$ cat config.mk
export PLATFORM = sky130hd
export DESIGN_NAME = regfile_dump_flat
export DESIGN_NICKNAME = d
export VERILOG_FILES = /design/src/rtl/regfile_dump_if.sv /design/src/rtl/regfile_dump.sv /design/src/flat_wrapper.sv
export SDC_FILE = /design/constraint.sdc
export NUM_CORES = 1
export LEC_CHECK = 0
export BUFFER_PORTS_ARGS = -buffer_cell sky130_fd_sc_hd__buf_2
export CAP_MARGIN = 20
export CORE_MARGIN = 1.5
export CORE_UTILIZATION = 40
export DETAILED_ROUTE_END_ITERATION = 8
export GPL_TIMING_DRIVEN = 0
export PLACE_DENSITY = 0.74
export SLEW_MARGIN = 20
export SYNTH_ARGS = -nofsm -noshare
export SYNTH_HDL_FRONTEND = slang
export SYNTH_SLANG_ARGS = --single-unit
$ cat constraint.sdc
create_clock -name clk -period 2.3 [get_ports clk]
set_input_delay 0.115 -clock clk [delete_from_list [all_inputs] [get_ports clk]]
set_output_delay 0.115 -clock clk [all_outputs]
set_load 0.02 [all_outputs]
$ cat src/rtl/regfile_dump_if.sv
// Beat stream carrying one register (or checksum) value per handshake from regfile_dump.
interface regfile_dump_if #(
  parameter int WIDTH      = 32,
  parameter int ADDR_WIDTH = 5
);
  logic                  outValid;
  logic                  outReady;
  logic [WIDTH-1:0]      dataOut;
  logic [ADDR_WIDTH-1:0] addrOut;
  logic                  lastOut;

  modport master (
    output outValid,
    output dataOut,
    output addrOut,
    output lastOut,
    input  outReady
  );

  modport slave (
    input  outValid,
    input  dataOut,
    input  addrOut,
    input  lastOut,
    output outReady
  );
endinterface

$ cat src/rtl/regfile_dump.sv
// Walks every regfile address through a shared async read port and streams each value as one beat.
// Optional REGDUMP_CHECKSUM_EN appends a beat carrying the XOR of all register values.
module regfile_dump #(
  parameter int WIDTH      = 32,
  parameter int ADDR_WIDTH = 5
) (
  input  logic                  clk,
  input  logic                  reset,
  input  logic                  start,
  output logic [ADDR_WIDTH-1:0] readAddr,
  input  logic [WIDTH-1:0]      readData,
  regfile_dump_if.master        stream,
  output logic                  busy,
  output logic                  done
);
  localparam logic [ADDR_WIDTH-1:0] LAST_ADDR = '1;

`ifdef REGDUMP_CHECKSUM_EN
  typedef enum logic [2:0] {IDLE, LOAD, SEND, CSUM, FINISH} stateT;
  logic [WIDTH-1:0] csumReg;
`else
  typedef enum logic [1:0] {IDLE, LOAD, SEND, FINISH} stateT;
`endif

  stateT                 stateReg;
  logic [ADDR_WIDTH-1:0] counterReg;
  logic                  outValidReg;
  logic [WIDTH-1:0]      dataOutReg;
  logic [ADDR_WIDTH-1:0] addrOutReg;
  logic                  lastOutReg;
  logic                  busyReg;
  logic                  doneReg;

  // Counter is cleared on reset and in FINISH, so it reads 0 whenever the block is idle.
  assign readAddr        = counterReg;
  assign stream.outValid = outValidReg;
  assign stream.dataOut  = dataOutReg;
  assign stream.addrOut  = addrOutReg;
  assign stream.lastOut  = lastOutReg;
  assign busy            = busyReg;
  assign done            = doneReg;

  always_ff @(posedge clk) begin
    if (reset) begin
      stateReg    <= IDLE;
      counterReg  <= '0;
      outValidReg <= 1'b0;
      dataOutReg  <= '0;
      addrOutReg  <= '0;
      lastOutReg  <= 1'b0;
      busyReg     <= 1'b0;
      doneReg     <= 1'b0;
`ifdef REGDUMP_CHECKSUM_EN
      csumReg     <= '0;
`endif
    end else begin
      doneReg <= 1'b0;
      case (stateReg)
        IDLE: begin
          if (start) begin
            counterReg <= '0;
            busyReg    <= 1'b1;
            stateReg   <= LOAD;
`ifdef REGDUMP_CHECKSUM_EN
            csumReg    <= '0;
`endif
          end
        end
        LOAD: begin
          dataOutReg  <= readData;
          addrOutReg  <= counterReg;
          outValidReg <= 1'b1;
`ifdef REGDUMP_CHECKSUM_EN
          lastOutReg  <= 1'b0;
          csumReg     <= csumReg ^ readData;
`else
          lastOutReg  <= (counterReg == LAST_ADDR);
`endif
          stateReg    <= SEND;
        end
        SEND: begin
          if (outValidReg && stream.outReady) begin
            outValidReg <= 1'b0;
            if (counterReg == LAST_ADDR) begin
`ifdef REGDUMP_CHECKSUM_EN
              stateReg <= CSUM;
`else
              // done pulses during FINISH, so a start arriving with it is still ignored.
              busyReg  <= 1'b0;
              doneReg  <= 1'b1;
              stateReg <= FINISH;
`endif
            end else begin
              counterReg <= counterReg + 1'b1;
              stateReg   <= LOAD;
            end
          end
        end
`ifdef REGDUMP_CHECKSUM_EN
        CSUM: begin
          // First cycle loads the checksum beat, later cycles wait for it to be taken.
          if (!outValidReg) begin
            dataOutReg  <= csumReg;
            addrOutReg  <= '0;
            lastOutReg  <= 1'b1;
            outValidReg <= 1'b1;
          end else if (stream.outReady) begin
            outValidReg <= 1'b0;
            busyReg     <= 1'b0;
            doneReg     <= 1'b1;
            stateReg    <= FINISH;
          end
        end
`endif
        FINISH: begin
          counterReg <= '0;
          stateReg   <= IDLE;
        end
        default: stateReg <= IDLE;
      endcase
    end
  end
endmodule
$ cat src/flat_wrapper.sv
// flat-port wrapper written by rule: the top's interface ports become plain ports
module regfile_dump_flat 
#(
  parameter int WIDTH      = 32,
  parameter int ADDR_WIDTH = 5
)
  (clk, reset, start, readAddr, readData, busy, done, stream_outValid, stream_dataOut, stream_addrOut, stream_lastOut, stream_outReady);
  regfile_dump_if #(.WIDTH(WIDTH), .ADDR_WIDTH(ADDR_WIDTH)) stream_i ();
  input  logic clk;
  input  logic reset;
  input  logic start;
  output logic [ADDR_WIDTH-1:0] readAddr;
  input  logic [WIDTH-1:0] readData;
  output logic busy;
  output logic done;
  output wire logic [$bits(stream_i.outValid)-1:0] stream_outValid;
  output wire logic [$bits(stream_i.dataOut)-1:0] stream_dataOut;
  output wire logic [$bits(stream_i.addrOut)-1:0] stream_addrOut;
  output wire logic [$bits(stream_i.lastOut)-1:0] stream_lastOut;
  input wire logic [$bits(stream_i.outReady)-1:0] stream_outReady;
  assign stream_outValid = stream_i.outValid;
  assign stream_dataOut = stream_i.dataOut;
  assign stream_addrOut = stream_i.addrOut;
  assign stream_lastOut = stream_i.lastOut;
  assign stream_i.outReady = stream_outReady;
  regfile_dump #(.WIDTH(WIDTH), .ADDR_WIDTH(ADDR_WIDTH)) u_core (.clk(clk), .reset(reset), .start(start), .readAddr(readAddr), .readData(readData), .stream(stream_i), .busy(busy), .done(done));
endmodule
=== Word-level counts from Yosys, hierarchy flattened ===
Cells that the tools add are included.

* Bits in registers: 48
* Input bits: 36
* Logic and storage cells: 44

* $add $sub $neg: 1
* Equality and inequality tests: 8
* Muxes and demuxes: 15
* Bitwise logic cells: 2
* Reductions and logical operators: 10

{| class="wikitable"
|+ Operator list
! operator !! number
|-
| $mux 5 || 3
|-
| $pmux 5 s3 || 1
|-
| $pmux 2 s4 || 1
|-
| $reduce_and 4->1 || 2
|-
| $mux 2 || 3
|-
| $add 5x1->5 const B || 1
|-
| $eq 5x5->1 const B || 1
|-
| $mux 1 || 5
|-
| $eq 2x2->1 const B || 2
|-
| $ne 2x1->1 const B || 2
|-
| $ne 2x2->1 const B || 2
|-
| $pmux 1 s2 || 2
|-
| $reduce_and 2->1 || 2
|-
| $reduce_bool 2->1 || 2
|-
| $reduce_bool 3->1 || 1
|-
| $reduce_or 3->1 || 1
|-
| $eq 2x1->1 const B || 1
|-
| $logic_not 2->1 || 1
|-
| $not 1->1 || 2
|-
| $logic_and 1x1->1 || 1
|}

=== Logic depth before layout (Yosys ltp) ===
Gate-level depths: netlist of run 1.

* Depth in word-level cells: 4
* Gate-level depth with buffers: 6

=== Worst setup path before layout of run 1 ===
No wires, ideal clock.

* Path kind: register to register
* From: register u_core.counterReg[0], in the netlist u_core.readAddr[0]
* To: register u_core.counterReg[2], in the netlist u_core.readAddr[2]
* Arrival: 1.668 ns
* Required time: 2.230 ns
* Slack: 0.561 ns
* Stages on the path, launching flop included: 7
* Buffers on the path: 0
* Cells stage by stage: dfxtp_1 -> ha_1 -> and3_1 -> ha_1 -> nand2b_1 -> or4_1 -> a21oi_1

* Word-level cells in the longest chain between the ends: 4

{| class="wikitable"
|+ Ends and longest elaborated chain
! what !! RTL line !! text
|-
| start, declared || regfile_dump.sv:26 || <nowiki>logic [ADDR_WIDTH-1:0] counterReg;</nowiki>
|-
| start signal, assigned || regfile_dump.sv:94 || <nowiki>counterReg <= counterReg + 1'b1;</nowiki>
|-
| $add 5x1->5 || regfile_dump.sv:94 ||
|-
| $mux 5 || regfile_dump.sv:84 || <nowiki>if (counterReg == LAST_ADDR) begin</nowiki>
|-
| $mux 5 || regfile_dump.sv:82 || <nowiki>if (outValidReg && stream.outReady) begin</nowiki>
|-
| $pmux 5 s3 || regfile_dump.sv:58 || <nowiki>case (stateReg)</nowiki>
|}

Several ways; a longest one is shown, not always the timed one. The select of a mux whose other input is x is not followed.
A chain may end at the register's enable or synchronous reset.

=== Worst setup path after layout of run 1 ===
Same ends and word-level chain as after synthesis.

==> impl_metrics.ini, run 1 <==
[outcome]
status = completed

[global_route]
grt_use_total_pct = 18.14
grt_overflow = 0
grt_max_degree = 14
grt_pass1_vias = 1740
antenna_found_initial = 0
grt_pass1_wl_mm = 7.410

[die]
core_um2 = 4384
rows = 24
die_w_um = 70.67
fp.dieH_um = 70.67
io_pins = 82
initial_core_util_pct = 41.78
die_area_um2 = 4994

[worst_hold_path]
hold_depth = 3
min_to = u_core.stream.dataOut[28]
hold_class = in -> reg
min_from = readData[28]

[timing]
holdWs_ns = 0.05705
worst_pin_slew_ns = 0.4753
rsz0062_at_grt = no
period_share_pct = 78.48
fin_ws_ns = 0.4949
slew_headroom_pct = 68.31
max_freq_ghz = 0.5540
finalSetupViolations = 0
layout_min_cycle_time_ns = 1.805
fin_skew_ns = 0.002973
maxSlewViolCount = 0
setup-tns-final_ns = 0
hold_viol = 0

[detailed_routing]
wirelength_met1_mm = 1.929
top_layer_used = met4
routed_via_density = 4.906
wirelength_mm = 4.276
wl_met3_um = 213
route.detailed.wl_per_inst_um = 11.81
vias = 1776
route.antenna.remaining_nets = 0
drt_iter0_drc = 73
dr.pass1.iters = 4
drc = 0
dr_wl_met2_mm = 2.086

[placement]
gp_congestion = 0.8351
pre_cts_slack_ns = 0.5137
hpwl_mm = 3.139
place_inst = 355
numPortBuffers = 81

[power_and_ir_drop]
p_per_area_nw_per_um2 = 658.9
power.net_switching_mw = 0.4106
power.leakage_nw = 1.086
p_sw_share_pct = 26.18
p_clk_share_pct = 29.2
intPower_mw = 1.157
seq_power_share_pct = 56.5
peakVddDrop_uv = 337.1
combPwrFrac_pct = 14.3

[worst_setup_path]
critPathBufInv = 0
critPathMaxStageDelay_ns = 0.40
crit_chain = ha_1, and3_1, ha_1, nand2b_1, or4_1, a21oi_1
arrival_ns = 2.03
endpoint_kind = register
reg2reg_from = u_core.readAddr[0]
reg2reg_depth = 6
reg2reg_to = u_core.readAddr[2]
reg2reg_slack_ns = 0.49
crit_fanout = 6
path_class = reg -> reg
slowest_stage = or4_1
cp_data_required_time_ns = 2.52
worstSetupStartpointType = register
crit_family = simple AND/OR/NAND/NOR gates
cp_common_cell = ha_1

[synth]
synth-edff-count = 0
synth.avg_cell_area_um2 = 8.251
ys_async_sr_fraction_pct = 0
seq_area_frac_synth_pct = 52.46
synth_top_area_share_pct = 52.46
ys.flop_type = dfxtp_1
synthTopCellsByArea = dfxtp_1, nand2_1, a21oi_1
synthesis.nets = 261
ys_warn_count = 0
ys_ff_latch = 48
ys_types = 27
syn_area_um2 = 1832
yosysTopAreaCell = dfxtp_1
syn_inst = 222

[cells_and_area]
area_growth_pct = 29.92
regArea_um2 = 960.9
multi_input_area_um2 = 783.3
layout.cells.non_filler = 362
fin_nets = 349
nFillCells = 458
diodes = 0
drive_gt1_share_pct = 30.97

[clocking]
hold_buffers = 0
post-cts-setup-buffers = 0
cts_buffer_depth = 2
path_clk_slew_ns = 0.08
htreeDepth = 2
cts_resized = 0
cts-root-buf = clkbuf_8
cts_inserted_buffers = 5
clk_latency_ns = 0.29
cts_tree = built
cts.sinks = 48

[run]
timing.max_cap.violations = 0
## worst register-to-register path: stages (launching register included)
cell and delay (ns):
dfxtp_1 0.36, ha_1 0.23, and3_1 0.21, ha_1 0.24, nand2b_1 0.17, or4_1 0.40
a21oi_1 0.13
## cell usage after synthesis, types with 3 or more instances
library cell	instances
buf_4	3
nand2_1	79
a21oi_1	45
dfxtp_1	48
nand2b_1	3
clkbuf_1	8
o2111ai_1	3
nand4_1	4
ha_1	3
buf_2	4
## power groups by stage
stage,Clock (mW),Combinational [mW],Sequential (mW)
finish,0.457,0.225,0.886
detailed placement,0,0.227,0.906
CTS,0.479,0.227,0.886
floorplan,0,0.0983,0.944
global route,0.502,0.254,0.891
global placement,0,0.223,0.905
## routing by layer
metal  vias up  track usage [%]
li1        922                -
met1       792            22.44
met2        58            30.82
met3         4            4.843
met4         0            6.080
met5         -                0
## worst max path at each step
stage / slack, ns / endpoint / depth (start not counted) / startpoint
after floorplan: 0.56 / u_core.readAddr[2] / 6 / u_core.readAddr[0]
after global placement: 0.54 / u_core.readAddr[2] / 6 / u_core.readAddr[0]
after detailed placement: 0.51 / u_core.readAddr[2] / 6 / u_core.readAddr[0]
after CTS: 0.49 / u_core.readAddr[2] / 6 / u_core.readAddr[0]
after global routing: 0.36 / u_core.readAddr[2] / 6 / u_core.readAddr[0]
final: 0.49 / u_core.readAddr[2] / 6 / u_core.readAddr[0]
## placed cells by master (no fill, tap or decap), types with 3 or more instances in the layout
cell	netlist	final
nand2_1	79	79
nand4_1	4	4
buf_2	4	85
clkbuf_1	8	9
nand2b_1	3	3
dfxtp_1	48	48
clkbuf_8	0	5
a21oi_1	45	45
ha_1	3	3
buf_4	3	3
o2111ai_1	3	3
## metrics by stage
stage,util (%),area [um^2],power [mW]
detailed placement,52.51,2302,1.133
finish,54.28,2380,1.568
global placement,52.51,2302,1.128
floorplan,-,1832,1.042
CTS,54.28,2380,1.593
global route,54.28,2380,1.647
## sequential cells by signal, indices dropped and copies added, names as in the netlist
name	flops
u_core.busy	1
u_core.done	1
u_core.readAddr	5
u_core.stateReg	2
u_core.stream.addrOut	5
u_core.stream.dataOut	32
u_core.stream.lastOut	1
u_core.stream.outValid	1
## kinds of logic after synthesis
logic type	after synthesis	share of synthesized area, %
compound gates	52	15.30
fa+ha+maj	3	2.049
buf+inv	17	4.781
flops	48	52.46
simple gates	102	25.41
## area by class of cell
class                   count  share of cell area (%)
clock inverters             1                  0.2103
flip-flops and latches     48                   40.38
well taps                  52                   2.734
plain buffers              16                   3.523
clock buffers               6                   3.049
repair buffers             81                   17.03
multi-input cells         157                   32.91
inverters                   1                  0.1577
Note: power is estimated with default switching activity, not from simulation.
==> run 2: changes to the inputs <==
ABC_AREA = 1   (was default)
clock period = 1.8 ns   (was 2.3 ns; I/O delays follow)
==> impl_metrics.ini, run 2 <==
[synth]
synth_top_family_by_area = simple AND/OR/NAND/NOR gates
synth-adder-area-share_pct = 2.069
ys_warn_count = 0
ys_async_sr_fraction_pct = 0
syn_area_um2 = 1814
syn_inst = 233
seq_area_frac_synth_pct = 52.97
ys_ff_latch = 48
synth-edff-count = 0
netlist_top_cells_count = nor2_1, dfxtp_1, o21ai_0
synth.area.mux_share_pct = 0
synthesis.nets = 272
synth_xor_area_share_pct = 0
synth.avg_cell_area_um2 = 7.786
synth-simple-area-share_pct = 24.62
synth-compound-area-share_pct = 13.86
ys_types = 21
ys.flop_type = dfxtp_1
yosysTopAreaCell = dfxtp_1
synthTopCellsByArea = dfxtp_1, nor2_1, o21ai_0
yosysMostFrequentCell = nor2_1
synth_top_area_share_pct = 52.97

[detailed_routing]
route.detailed.wl_per_inst_um = 10.78
drt_iter0_drc = 51
wirelength_mm = 4.012
drc = 0
vias = 1709
routed_via_density = 4.594
dr.pass1.iters = 4
route.antenna.remaining_nets = 0

[worst_setup_path]
reg2reg_from = u_core.readAddr[0]
endpoint_kind = register
worstSetupStartpointType = register
reg2reg_slack_ns = 0.15
crit_fanout = 8
reg2reg_to = u_core.readAddr[4]
arrival_ns = 1.84
reg2reg_depth = 10
path_class = reg -> reg
cp_data_required_time_ns = 1.99

[cells_and_area]
largest_reg_flops = 32
final_cell_area_um2 = 2367
area_growth_pct = 30.48
final_cell_mix = nor2_1, buf_2, dfxtp_1
final_common_cell = nor2_1
nFillCells = 450
layout.cells.non_filler = 372
fin_nets = 361
diodes = 0
drive_gt1_share_pct = 32.19

[clocking]
path_clk_slew_ns = 0.08
cts.sinks = 48
htreeDepth = 2
clk_latency_ns = 0.29
cts-root-buf = clkbuf_8
cts_buffer_depth = 2
cts_tree = built
cts_inserted_buffers = 5

[timing]
maxSlewViolCount = 0
max_freq_ghz = 0.6071
slew_headroom_pct = 73.52
worst_pin_slew_ns = 0.3972
layout_min_cycle_time_ns = 1.647
holdWs_ns = 0.03424
period_share_pct = 91.50
rsz0062_at_grt = no
setup-tns-final_ns = 0
fin_skew_ns = 0.008008
finalSetupViolations = 0
hold_viol = 0

[die]
die_area_um2 = 4948
rows = 24
fp.dieH_um = 70.35
initial_core_util_pct = 41.67
io_pins = 82
core_um2 = 4354
die_w_um = 70.35

[global_route]
grt_overflow = 0
grt_pass1_wl_mm = 6.520
grt_max_degree = 13
antenna_found_initial = 0
grt_use_total_pct = 16.12
grt_pass1_vias = 1494

[placement]
place_inst = 366
dpl_cell_area_um2 = 2285
gp_congestion = 0.7308
hpwl_mm = 2.963
numPortBuffers = 81

[worst_hold_path]
hold_depth = 3
min_from = readData[7]
min_to = u_core.stream.dataOut[7]
hold_class = in -> reg

[power_and_ir_drop]
peakVddDrop_uv = 349.7
power.leakage_nw = 1.166
p_per_area_nw_per_um2 = 1132
total_power_mw = 2.681

[outcome]
status = completed

[run]
timing.max_cap.violations = 0
==> run 2: changes by cell type after synthesis, moves of 4 or more <==
| cell | previous run | this run |
|---|---|---|
| o21ai_1 | 0 | 4 |
| nor2_1 | 0 | 84 |
| inv_1 | 1 | 8 |
| nand2_1 | 79 | 13 |
| nand3_1 | 0 | 4 |
| nand2_2 | 0 | 4 |
| a21oi_1 | 45 | 7 |
| o21ai_0 | 1 | 38 |
| nand4_1 | 4 | 0 |
==> run 2: through the flow <==
step	utilization (%)	setup slack (ns)
floorplan	-	0.1759
global placement	52.47	0.1650
detailed placement	52.47	0.1071
CTS	54.28	0.08381
global route	54.37	0.0001985
finish	54.37	0.1529
==> run 2: cell families (layout without fill, tap and decap cells) <==
family,count (synthesis),after routing
AND/OR/NAND/NOR,109,109
AO/OA/AOI/OAI,50,50
buffers and inverters,23,110
adder cells (fa/ha/maj),3,3
flip-flops,48,48
==> run 2: cell type report <==
type / instances / area [um^2] / share of cell area [%]
sequential: 48 / 962.2 / 40.64
multi-input combinational: 162 / 738.2 / 31.18
timing repair buffer: 82 / 415.4 / 17.55
buffer: 12 / 73.82 / 3.118
clock buffer: 5 / 68.82 / 2.907
tap: 52 / 65.06 / 2.748
inverter: 11 / 43.79 / 1.850
==> run 2: how the worst max path moves through the flow <==
stage | slack, ns | end | cells past startpoint | start
floorplan | 0.18 | u_core.readAddr[3] | 9 | u_core.readAddr[1]
global placement | 0.16 | u_core.readAddr[3] | 9 | u_core.readAddr[1]
detailed placement | 0.11 | u_core.readAddr[3] | 9 | u_core.readAddr[1]
CTS | 0.08 | u_core.readAddr[1] | 10 | u_core.readAddr[1]
global route | 0.0002 | u_core.readAddr[1] | 10 | u_core.readAddr[0]
finish | 0.15 | u_core.readAddr[4] | 10 | u_core.readAddr[0]
==> run 2: layer usage <==
layer	GRT usage [%]	vias to the layer above	share of wire, %
met2	25.89	72	43
met1	20.67	717	47
met5	0	-	0
met3	4.906	7	9.0
li1	-	913	-
met4	5.128	0	1.3
==> run 2: power by group <==
part	leakage (nW)	internal (mW)	total (mW)	switching, mW
Clock	0.0359	0.251	0.563	0.312
Sequential	0.395	1.22	1.30	0.0828
Combinational	0.735	0.297	0.818	0.521
Total	1.17	1.76	2.68	0.916
==> run 2: what timing repair did <==
item,CTS,global route
endpoints found under the hold margin,1,0
setup buffers,0,0
endpoints found under the setup margin,0,5
resized for setup,0,2
hold buffers,1,0
==> run 2: critical path, stage by stage, from the launching register on <==
cell and delay, ns:
dfxtp_1 0.35, ha_1 0.22, nand2_1 0.09, nor2_2 0.05
ha_1 0.20, nand3_1 0.15, nand2_2 0.11, nor2_8 0.15
inv_1 0.08, nor2_1 0.09, nor2_1 0.05
